--- config.mk ---
export PLATFORM = sky130hd
export DESIGN_NAME = mem_read_sweeper
export DESIGN_NICKNAME = d
export VERILOG_FILES = /design/src/rtl/mem_read_sweeper.sv
export SDC_FILE = /design/constraint.sdc
export NUM_CORES = 1
export LEC_CHECK = 0
export BUFFER_PORTS_ARGS = -buffer_cell sky130_fd_sc_hd__buf_2
export CAP_MARGIN = 10
export CORE_UTILIZATION = 30
export CTS_BUF_LIST = sky130_fd_sc_hd__clkbuf_16
export CTS_CLUSTER_DIAMETER = 30
export DETAILED_ROUTE_END_ITERATION = 10
export GPL_TIMING_DRIVEN = 0
export SLEW_MARGIN = 10
export SYNTH_ARGS = -nofsm -noshare
export SYNTH_HDL_FRONTEND = slang
export SYNTH_SLANG_ARGS = --single-unit
--- constraint.sdc ---
create_clock -name clk -period 4.1 [get_ports clk]
set_input_delay 0.82 -clock clk [delete_from_list [all_inputs] [get_ports clk]]
set_output_delay 0.82 -clock clk [all_outputs]
set_load 0.005 [all_outputs]
--- src/rtl/mem_read_sweeper.sv ---
// Sweeps a single-port memory from address 0 to NDEPTH-1 and streams each word with its address.
// Optional build macro MEM_RD_CHECKSUM_EN enables the XOR checksum of all accepted words.
module mem_read_sweeper #(
  parameter int unsigned WIDTH = 8,
  parameter int unsigned DEPTH = 4
) (
  input  logic             clk,
  input  logic             rst,
  input  logic             start,
  output logic             busy,
  output logic             done,
  output logic             mem_we,
  output logic             mem_re,
  output logic [DEPTH-1:0] mem_addr,
  input  logic [WIDTH-1:0] mem_rdData,
  output logic             out_valid,
  input  logic             out_ready,
  output logic [WIDTH-1:0] out_data,
  output logic [DEPTH-1:0] out_addr,
  output logic [WIDTH-1:0] checksum
);

  localparam int unsigned NDEPTH = 1 << DEPTH;
  localparam int unsigned PW     = DEPTH + 1;

  typedef enum logic [1:0] {S_IDLE, S_READ, S_DRAIN, S_DONE} state_t;

  state_t             state_q, state_d;
  logic [PW-1:0]      ptr_q, ptr_d;
  logic               inflight_q, inflight_d;
  logic [DEPTH-1:0]   infl_addr_q, infl_addr_d;
  logic               head_v_q, head_v_d, tail_v_q, tail_v_d;
  logic [WIDTH-1:0]   head_data_q, head_data_d, tail_data_q, tail_data_d;
  logic [DEPTH-1:0]   head_addr_q, head_addr_d, tail_addr_q, tail_addr_d;
  logic               busy_q, busy_d, done_q, done_d;
  logic               pop_c, issue_c;
  logic [1:0]         occ_c;

  // Occupancy counts in-flight reads so a stalled consumer can never overflow the FIFO.
  assign pop_c   = head_v_q & out_ready;
  assign occ_c   = 2'(head_v_q) + 2'(tail_v_q) + 2'(inflight_q) - 2'(pop_c);
  assign issue_c = (state_q == S_READ) && (occ_c < 2'd2);

  always_comb begin
    state_d     = state_q;
    ptr_d       = ptr_q;
    inflight_d  = issue_c;
    infl_addr_d = issue_c ? ptr_q[DEPTH-1:0] : infl_addr_q;
    unique case (state_q)
      S_IDLE: begin
        if (start) begin
          state_d = S_READ;
          ptr_d   = '0;
        end
      end
      S_READ: begin
        if (issue_c) begin
          ptr_d = ptr_q + PW'(1);
          if (ptr_q == PW'(NDEPTH - 1)) state_d = S_DRAIN;
        end
      end
      S_DRAIN: begin
        if (!inflight_q && !tail_v_q && (!head_v_q || pop_c)) state_d = S_DONE;
      end
      S_DONE: state_d = S_IDLE;
      default: state_d = S_IDLE;
    endcase
    busy_d = (state_d != S_IDLE);
    done_d = (state_d == S_DONE);
  end

  // Two-entry output FIFO: head drives the stream, tail absorbs one word during a stall.
  always_comb begin
    head_v_d    = head_v_q;
    head_data_d = head_data_q;
    head_addr_d = head_addr_q;
    tail_v_d    = tail_v_q;
    tail_data_d = tail_data_q;
    tail_addr_d = tail_addr_q;
    if (pop_c) begin
      if (tail_v_q) begin
        head_data_d = tail_data_q;
        head_addr_d = tail_addr_q;
        tail_v_d    = inflight_q;
        if (inflight_q) begin
          tail_data_d = mem_rdData;
          tail_addr_d = infl_addr_q;
        end
      end else if (inflight_q) begin
        head_data_d = mem_rdData;
        head_addr_d = infl_addr_q;
      end else begin
        head_v_d = 1'b0;
      end
    end else if (inflight_q) begin
      if (!head_v_q) begin
        head_v_d    = 1'b1;
        head_data_d = mem_rdData;
        head_addr_d = infl_addr_q;
      end else begin
        tail_v_d    = 1'b1;
        tail_data_d = mem_rdData;
        tail_addr_d = infl_addr_q;
      end
    end
  end

  always_ff @(posedge clk or posedge rst) begin
    if (rst) begin
      state_q     <= S_IDLE;
      ptr_q       <= '0;
      inflight_q  <= 1'b0;
      infl_addr_q <= '0;
      head_v_q    <= 1'b0;
      head_data_q <= '0;
      head_addr_q <= '0;
      tail_v_q    <= 1'b0;
      tail_data_q <= '0;
      tail_addr_q <= '0;
      busy_q      <= 1'b0;
      done_q      <= 1'b0;
    end else begin
      state_q     <= state_d;
      ptr_q       <= ptr_d;
      inflight_q  <= inflight_d;
      infl_addr_q <= infl_addr_d;
      head_v_q    <= head_v_d;
      head_data_q <= head_data_d;
      head_addr_q <= head_addr_d;
      tail_v_q    <= tail_v_d;
      tail_data_q <= tail_data_d;
      tail_addr_q <= tail_addr_d;
      busy_q      <= busy_d;
      done_q      <= done_d;
    end
  end

`ifdef MEM_RD_CHECKSUM_EN
  logic [WIDTH-1:0] ck_q, ck_d;

  always_comb begin
    ck_d = ck_q;
    if ((state_q == S_IDLE) && start) ck_d = '0;
    else if (pop_c)                   ck_d = ck_q ^ head_data_q;
  end

  always_ff @(posedge clk or posedge rst) begin
    if (rst) ck_q <= '0;
    else     ck_q <= ck_d;
  end

  assign checksum = ck_q;
`else
  assign checksum = '0;
`endif

  assign busy      = busy_q;
  assign done      = done_q;
  assign mem_we    = 1'b0;
  assign mem_re    = issue_c;
  assign mem_addr  = ptr_q[DEPTH-1:0];
  assign out_valid = head_v_q;
  assign out_data  = head_data_q;
  assign out_addr  = head_addr_q;

endmodule
# Word level (Yosys, flattened, before mapping)

Cells that the tools add are included.
W data, S select, Z words.

Add/subtract/negate cells: 4
Order comparisons: 1
Eq/ne operators: 12
Mux-type cells: 34
Bitwise operators: 1
Reduce and logical (&&, ||, !) cells: 18

Operator list:

| operator              | count |
|---|---|
| $mux W8               | 9 |
| $mux W4               | 9 |
| $ne A2 B2 Y1 const B  | 6 |
| $mux W5               | 2 |
| $pmux W5 S2           | 1 |
| $reduce_bool A2 Y1    | 5 |
| $reduce_and A3 Y1     | 3 |
| $mux W1               | 8 |
| $mux W2               | 4 |
| $pmux W2 S4           | 1 |
| $eq A2 B2 Y1 const B  | 3 |
| $add A5 B1 Y5 const B | 1 |
| $eq A5 B4 Y1 const B  | 1 |
| $reduce_and A4 Y1     | 1 |
| $logic_and A1 B1 Y1   | 3 |
| $logic_not A1 Y1      | 3 |
| $add A1 B1 Y2         | 1 |
| $add A2 B1 Y2         | 1 |
| $eq A2 B1 Y1 const B  | 1 |
| $logic_not A2 Y1      | 1 |
| $lt A2 B2 Y1 const B  | 1 |
| $ne A2 B1 Y1 const B  | 1 |
| $reduce_and A2 Y1     | 1 |
| $sub A2 B1 Y2         | 1 |
| other kinds (2)       | 2 |

Register bits: 40
Input port bits: 12
Output and inout port bits: 29
Logic and storage cells: 82

# Depth between registers and ports, before layout

Gate-level depths: netlist of run 1.

Depth in word-level cells: 8
Mapped depth: 9
Depth with buffers taken out: 9

# Least setup slack after synthesis of run 1

No wires, ideal clock.

Kind: input to output
Start: in out_ready
End: out mem_re
Data arrival time: 2.147 ns
Data required time: 3.280 ns
Path slack: 1.133 ns
Stages: 7
Buffers on the path: 0
Cell sequence: and2_1 inv_1 ha_1 ha_1 a21oi_2 mux2i_1 inv_1

Cells in the longest elaborated chain, start to end: 4

RTL lines:

| element             | line | text |
|---|---|---|
| start: declaration  | 17   | `input logic out_ready,` |
| $and A1 B1 Y1       | 40   | `assign pop_c = head_v_q & out_ready;` |
| $sub A2 B1 Y2       | 41   | `assign occ_c = 2'(head_v_q) + 2'(tail_v_q) + 2'(inflight_q) - 2'(pop_c);` |
| $lt A2 B2 Y1        | 42   | `assign issue_c = (state_q == S_READ) && (occ_c < 2'd2);` |
| $logic_and A1 B1 Y1 | 42   |  |
| end: declaration    | 13   | `output logic mem_re,` |

No other way between the ends.

# Worst setup path after layout of run 1

Ends and elaborated chain as after synthesis.

==> out/metrics.yaml, run 1 <==
grt_pass1_wl_um: 6020
grt_setup_unrepaired: "false"
p_clk_share_pct: 19.9
power.switching_uw: 676
multi_input_area_um2: 797
cell_internal_pwr_mw: 1.20
power.density_mw_per_mm2: 792
synth_edf_count: 0
track_usage_pct: 12.3
hold_slack_ps: 469
die_x_um: 82.2
cts-root-buf: "clkbuf_16"
setup_slack_ps: 725
grt_pass1_vias: 1251
clockBufferDepth: 2
drc: 0
io_buffers: 31
critPathLaunchType: "input pin"
synthFlopType: "dfrtp_1"
vias: 1336
ir_worst_vdd_mv: 0.205
htree_num_levels: 2
io_pins: 41
nets: 241
crit_required_ps: 3280
yosysTopAreaCell: "dfrtp_1"
cts_buffers: 5
r2r-start: "out_valid$_DFFE_PP0P_"
hold_viol: 0
antenna_found_initial: 0
pwr-share-seq_pct: 37.3
numClockSinks: 40
viasPerCell: 4.48
ant_nets: 0
max_freq_ghz: 0.296
grt_max_degree: 32
path_clk_slew_ps: 60
start_util_pct: 31.9
synth_area_mm2: 0.00193
die_area_mm2: 0.00676
synth_top_family_by_area: "multiplexers"
synth_top_area_share_pct: 51.8
critical_path_class: "input pin to primary output"
grt_overflow: 0
p_total_mw: 1.87
dp_hpwl_um: 2570
cts_tree: "built"
slew_viol_final: 0
n_fill_cell: 625
hold_path_class: "input pin to async pin"
drive_gt1_share_pct: 33.2
setup.worst_path.end_class: "primary output"
regArea_mm2: 0.00100
preCtsSetupSlack_ps: 717
final_util_pct: 39.1
synthXorXnorAreaFrac_pct: 0.454
first_pass_iters: 4
p_comb_share_pct: 42.7
syn_to_final_growth_pct: 22.6
post-route-period-util_pct: 82.3
ctsHoldBuffers: 0
fin_skew_ps: 2.93
cts_resized: 0
core_mm2: 0.00606
synthArstFlopShare_pct: 100
postCtsSetupBuffers: 0
synth_area_leaders: "dfrtp_1 52%, mux2i_1 7.3%, buf_4 6.6%"
clkLatencyLatePin_ps: 280
ys_seq_area_share_pct: 51.8
antenna_cells: 0
worstPathArrival_ps: 2550
cap_violations: 0
synthAdderAreaFrac_pct: 3.89
ys_types: 32
synth_compound_area_share_pct: 8.68
setup_tns_ps: 0
synth_area_per_cell_um2: 11.0
routed_wl_um: 3630
synth-warning-count: 0
syn_inst: 176
synth.ff_latch_count: 40
muxShareOfSynthArea_pct: 14.3
synth-simple-area-share_pct: 12.2
post_drt_wl_per_cell_um: 12.2
die_h_um: 82.2
setup_violations: 0
drtIter0Drc: 76
status: "completed"
globalplace.congestion: 0.761
crit_fanout: 8
reg2regPathDepth: 9
p_sw_share_pct: 36.1
reg2reg_setup_slack_ps: 1810
p_leak_nw: 1.19
fp-row-count: 28
fin_crit_ps: 3370
r2r_end: "ptr_q[2]$_DFFE_PP0P_"
-- cell families after synthesis --
family / after synthesis
other: 1
AND/OR/NAND/NOR: 49
buffers and inverters: 24
flip-flops: 40
AO/OA/AOI/OAI: 29
XOR/XNOR: 1
multiplexers: 26
adder cells (fa/ha/maj): 6
-- per-layer routing --
layer  routed length (µm)  up-vias  GRT usage, %
met5                    0        -             0
met4                   54        0          5.79
met3                  198        5          3.85
met2                 1620       30          18.3
met1                 1760      632          16.0
li1                     -      669             -
-- final cells by class --
type / count / area share, %
tap: 75 / 3.96
inverter: 5 / 0.793
clock buffer: 5 / 5.29
multi-input combinational: 120 / 33.7
sequential: 40 / 42.3
buffer: 19 / 6.08
clock inverter: 2 / 0.529
timing repair buffer: 32 / 7.40
-- registers in the layout (all words and copies together) (netlist names) --
signal,cells
out_data,8
tail_data_q,8
ptr_q,5
infl_addr_q,4
out_addr,4
tail_addr_q,4
state_q,2
busy,1
done,1
inflight_q,1
out_valid,1
tail_v_q,1
-- critical path, stage by stage --
cell	delay [ps]
buf_2	110
and2_1	200
inv_1	60
ha_1	270
ha_1	280
a21oi_2	190
mux2i_1	280
inv_1	180
buf_2	170
-- how the worst max path moves through the flow --
| stage | start | end | slack (ps) | cells after the start |
|---|---|---|---|---|
| floorplan | out_ready | mem_re | 1130 | 7 |
| global route | out_ready | mem_re | 520 | 9 |
| global placement | out_ready | mem_re | 700 | 9 |
| detailed placement | out_ready | mem_re | 720 | 9 |
| CTS | out_ready | mem_re | 710 | 9 |
| finish | out_ready | mem_re | 730 | 9 |
-- stage by stage --
step                area, µm²  instances
global placement         2210        290
global route             2370        298
CTS                      2370        298
floorplan                1960        184
finish                   2370        298
detailed placement       2230        291
-- cell usage in the layout (no fill, tap or decap), types with 2 or more instances in the layout --
master / netlist / final
o211ai_1: 2 / 2
conb_1: 1 / 9
nor2b_1: 2 / 2
a21oi_1: 18 / 18
buf_4: 17 / 17
ha_1: 6 / 6
dfrtp_1: 40 / 40
nor2_1: 16 / 16
or3_1: 2 / 2
buf_2: 1 / 32
nand2b_1: 4 / 4
mux2_2: 10 / 10
and2_1: 2 / 2
mux2_1: 2 / 2
nand2_1: 16 / 16
clkbuf_16: 0 / 5
o21ai_0: 4 / 4
inv_1: 5 / 4
mux2i_1: 14 / 14
-- power by group through the flow --
stage                     clock network, mW  registers [mW]  logic, mW
after floorplan                           0           0.687      0.594
after global placement                    0           0.705      0.801
after detailed placement                  0           0.708      0.817
after CTS                             0.386           0.702      0.820
after global routing                  0.402           0.729      0.915
final                                 0.374           0.700      0.801
-- cells in the mapped netlist, drive strengths merged, types with 2 or more instances --
master and count:
dfrtp 40, a21oi 19, buf 19, nand2 16
nor2 16, mux2i 14, mux2 12, ha 6
o21ai 6, inv 5, nand2b 4, and2 2
nor2b 2, nor3 2, o211ai 2, or3 2
No activity file was read; power rests on OpenSTA's default activity.
==> run 2: changes to the inputs <==
clock period = 3 ns   (was 4.1 ns; I/O delays follow)
==> run 2 against run 1 <==
Clock power rose by 36%. Via count increased by 1.5%. Wire length grew 1.5%. Global-route usage is the same. Sequential share of layout area is 0.35 points lower. Combinational power increased by 41%. Critical path depth stayed put. Cell count is 0.67% higher. Sequential power increased by 37%. Non-clock buffer count increased by 2. Critical path type unchanged. Largest power group unchanged. Highest routed layer unchanged.
==> out/metrics.yaml, run 2 (synthesis gave the netlist of run 1 again) <==
die_x_um: 82.2  # unchanged
io_pins: 41  # unchanged
final_util_pct: 39.4  # was 39.1%
die_area_mm2: 0.00676  # unchanged
pwr-share-seq_pct: 36.8  # was 37.3%
numClockSinks: 40  # unchanged
reg2regPathDepth: 9  # unchanged
drive_gt1_share_pct: 35.6  # was 33.2%
post-route-period-util_pct: 95.0
cap_violations: 0  # unchanged
drtIter0Drc: 73  # was 76
hold_path_class: "input pin to async pin"  # unchanged
p_leak_nw: 1.19  # about the same
power.switching_uw: 937  # was 676 µW
antenna_found_initial: 0  # unchanged
crit_required_ps: 2400  # was 3280 ps
cp_top_family: "adder cells"  # unchanged
worstPathArrival_ps: 2250  # was 2550 ps
start_util_pct: 31.9  # unchanged
cts_tree: "built"  # unchanged
post_drt_wl_per_cell_um: 12.3  # was 12.2 µm
fin_crit_ps: 2850
path_cells: "buf_2 -> and2_4 -> inv_1 -> ha_1 -> ha_1 -> a21oi_2 -> mux2i_2 -> inv_2 -> buf_2"  # was buf_2 -> and2_1 -> inv_1 -> ha_1 -> ha_1 -> a21oi_2 -> mux2i_1 -> inv_1 -> buf_2
grt_pass1_wl_um: 6020  # unchanged
path_clk_slew_ps: 60  # about the same
drc: 0  # unchanged
antenna_cells: 0  # unchanged
cell_internal_pwr_mw: 1.66  # was 1.20 mW
max_stage_delay_ps: 310  # was 280 ps
ctsHoldBuffers: 0  # unchanged
p_comb_share_pct: 43.6  # was 42.7%
dp_hpwl_um: 2570  # unchanged
track_usage_pct: 12.3  # unchanged
clockBufferDepth: 2  # unchanged
first_pass_iters: 4  # unchanged
critical_path_class: "input pin to primary output"  # unchanged
io_buffers: 31  # unchanged
ir_worst_vdd_mv: 0.280  # was 0.205 mV
syn_to_final_growth_pct: 23.8  # was 22.6%
core_mm2: 0.00606  # unchanged
path_depth: 9  # unchanged
p_sw_share_pct: 36.1  # about the same
routed_wl_um: 3680  # was 3630 µm
cp.buffers_inverters: 4  # unchanged
crit_fanout: 8  # unchanged
grt_setup_unrepaired: "false"  # unchanged
globalplace.congestion: 0.761  # unchanged
fp-row-count: 28  # unchanged
clkLatencyLatePin_ps: 280  # about the same
grt_max_degree: 32  # unchanged
viasPerCell: 4.52  # was 4.48
grt_overflow: 0  # unchanged
final_common_cell: "dfrtp_1"  # unchanged
status: "completed"  # unchanged
grt_pass1_vias: 1251  # unchanged
cts_buffers: 5  # unchanged
mostFrequentLayoutCells: "39 x dfrtp_1, 32 x buf_2, 19 x buf_4"  # was 40 x dfrtp_1, 32 x buf_2, 18 x a21oi_1
die_h_um: 82.2  # unchanged
cp_slowest_cell: "mux2i_2"  # was ha_1
critPathLaunchType: "input pin"  # unchanged
setup_tns_ps: 0  # unchanged
vias: 1356  # was 1336
nets: 243  # was 241
slew_viol_final: 0  # unchanged
hold_viol: 0  # unchanged
max_freq_ghz: 0.351
cts-root-buf: "clkbuf_16"  # unchanged
htree_num_levels: 2  # unchanged
setup.worst_path.end_class: "primary output"  # unchanged
ant_nets: 0  # unchanged
setup_violations: 0  # unchanged
fin_skew_ps: 6.62  # was 2.93 ps
power.density_mw_per_mm2: 1090  # was 792 mW/mm²
p_clk_share_pct: 19.5  # was 19.9%
[run 2: timing repair]
item                                    4_1_cts  5_1_grt
resized for setup                             1        3
endpoints found under the setup margin        1        1
setup buffers                                 0        2
[run 2: per-layer routing]
| layer | GRT usage [%] | vias to the layer above | part of all wire, % |
|---|---|---|---|
| li1 | - | 674 | - |
| met1 | 16.0 | 647 | 48 |
| met2 | 18.3 | 30 | 45 |
| met3 | 3.85 | 5 | 5.3 |
| met4 | 5.79 | 0 | 1.5 |
| met5 | 0 | - | 0 |
[run 2: cell type report]
cell class,count,area [µm²]
fillers,625,3670
flip-flops and latches,40,1000
multi-input cells,120,803
repair buffers,34,190
plain buffers,19,144
clock buffers,5,125
well taps,75,93.8
inverters,5,18.8
clock inverters,2,12.5
[run 2: per-stage QoR]
stage | cell area, µm² | power (mW) | std cells | worst slack [ps] | hold WS, ps
6_report | 2390 | 2.60 | 300 | 149 | 249
2_1_floorplan | 1960 | 1.75 | 184 | 473 | 457
3_5_place_dp | 2230 | 2.08 | 291 | 57.0 | 479
3_3_place_gp | 2210 | 2.06 | 290 | 40.9 | 468
4_1_cts | 2370 | 2.61 | 298 | 19.8 | 244
5_1_grt | 2390 | 2.83 | 300 | 13.8 | 260
[run 2: power groups by stage]
stage                     clock, mW  sequential (mW)  combinational, mW
after floorplan                   0            0.939              0.812
after global placement            0            0.963               1.10
after detailed placement          0            0.968               1.12
after CTS                     0.528            0.959               1.12
after global routing          0.550            0.993               1.29
final                         0.507            0.956               1.13
[run 2: worst register-to-register path, cell delays in order, from the launching register on]
cell     delay, ps
dfrtp_2        390
and2_4         170
inv_1           40
ha_1           260
ha_1           280
a21oi_2        210
mux2i_2        310
buf_4          220
o21ai_1         80
a21oi_1        140
[run 2: worst paths after layout]
kind / from / to / slack, ps
worst max-delay path: out_ready / mem_re / 150
worst min-delay path: rst / ptr_q[3]$_DFFE_PP0P_ / 250
worst max register to register: out_valid$_DFFE_PP0P_ / ptr_q[3]$_DFFE_PP0P_ / 810
worst min register to register: tail_addr_q[3]$_DFFE_PP0P_ / tail_addr_q[3]$_DFFE_PP0P_ / 490
max in group asynchronous: rst / out_valid$_DFFE_PP0P_ / 2290
min in group clk: tail_addr_q[3]$_DFFE_PP0P_ / tail_addr_q[3]$_DFFE_PP0P_ / 490
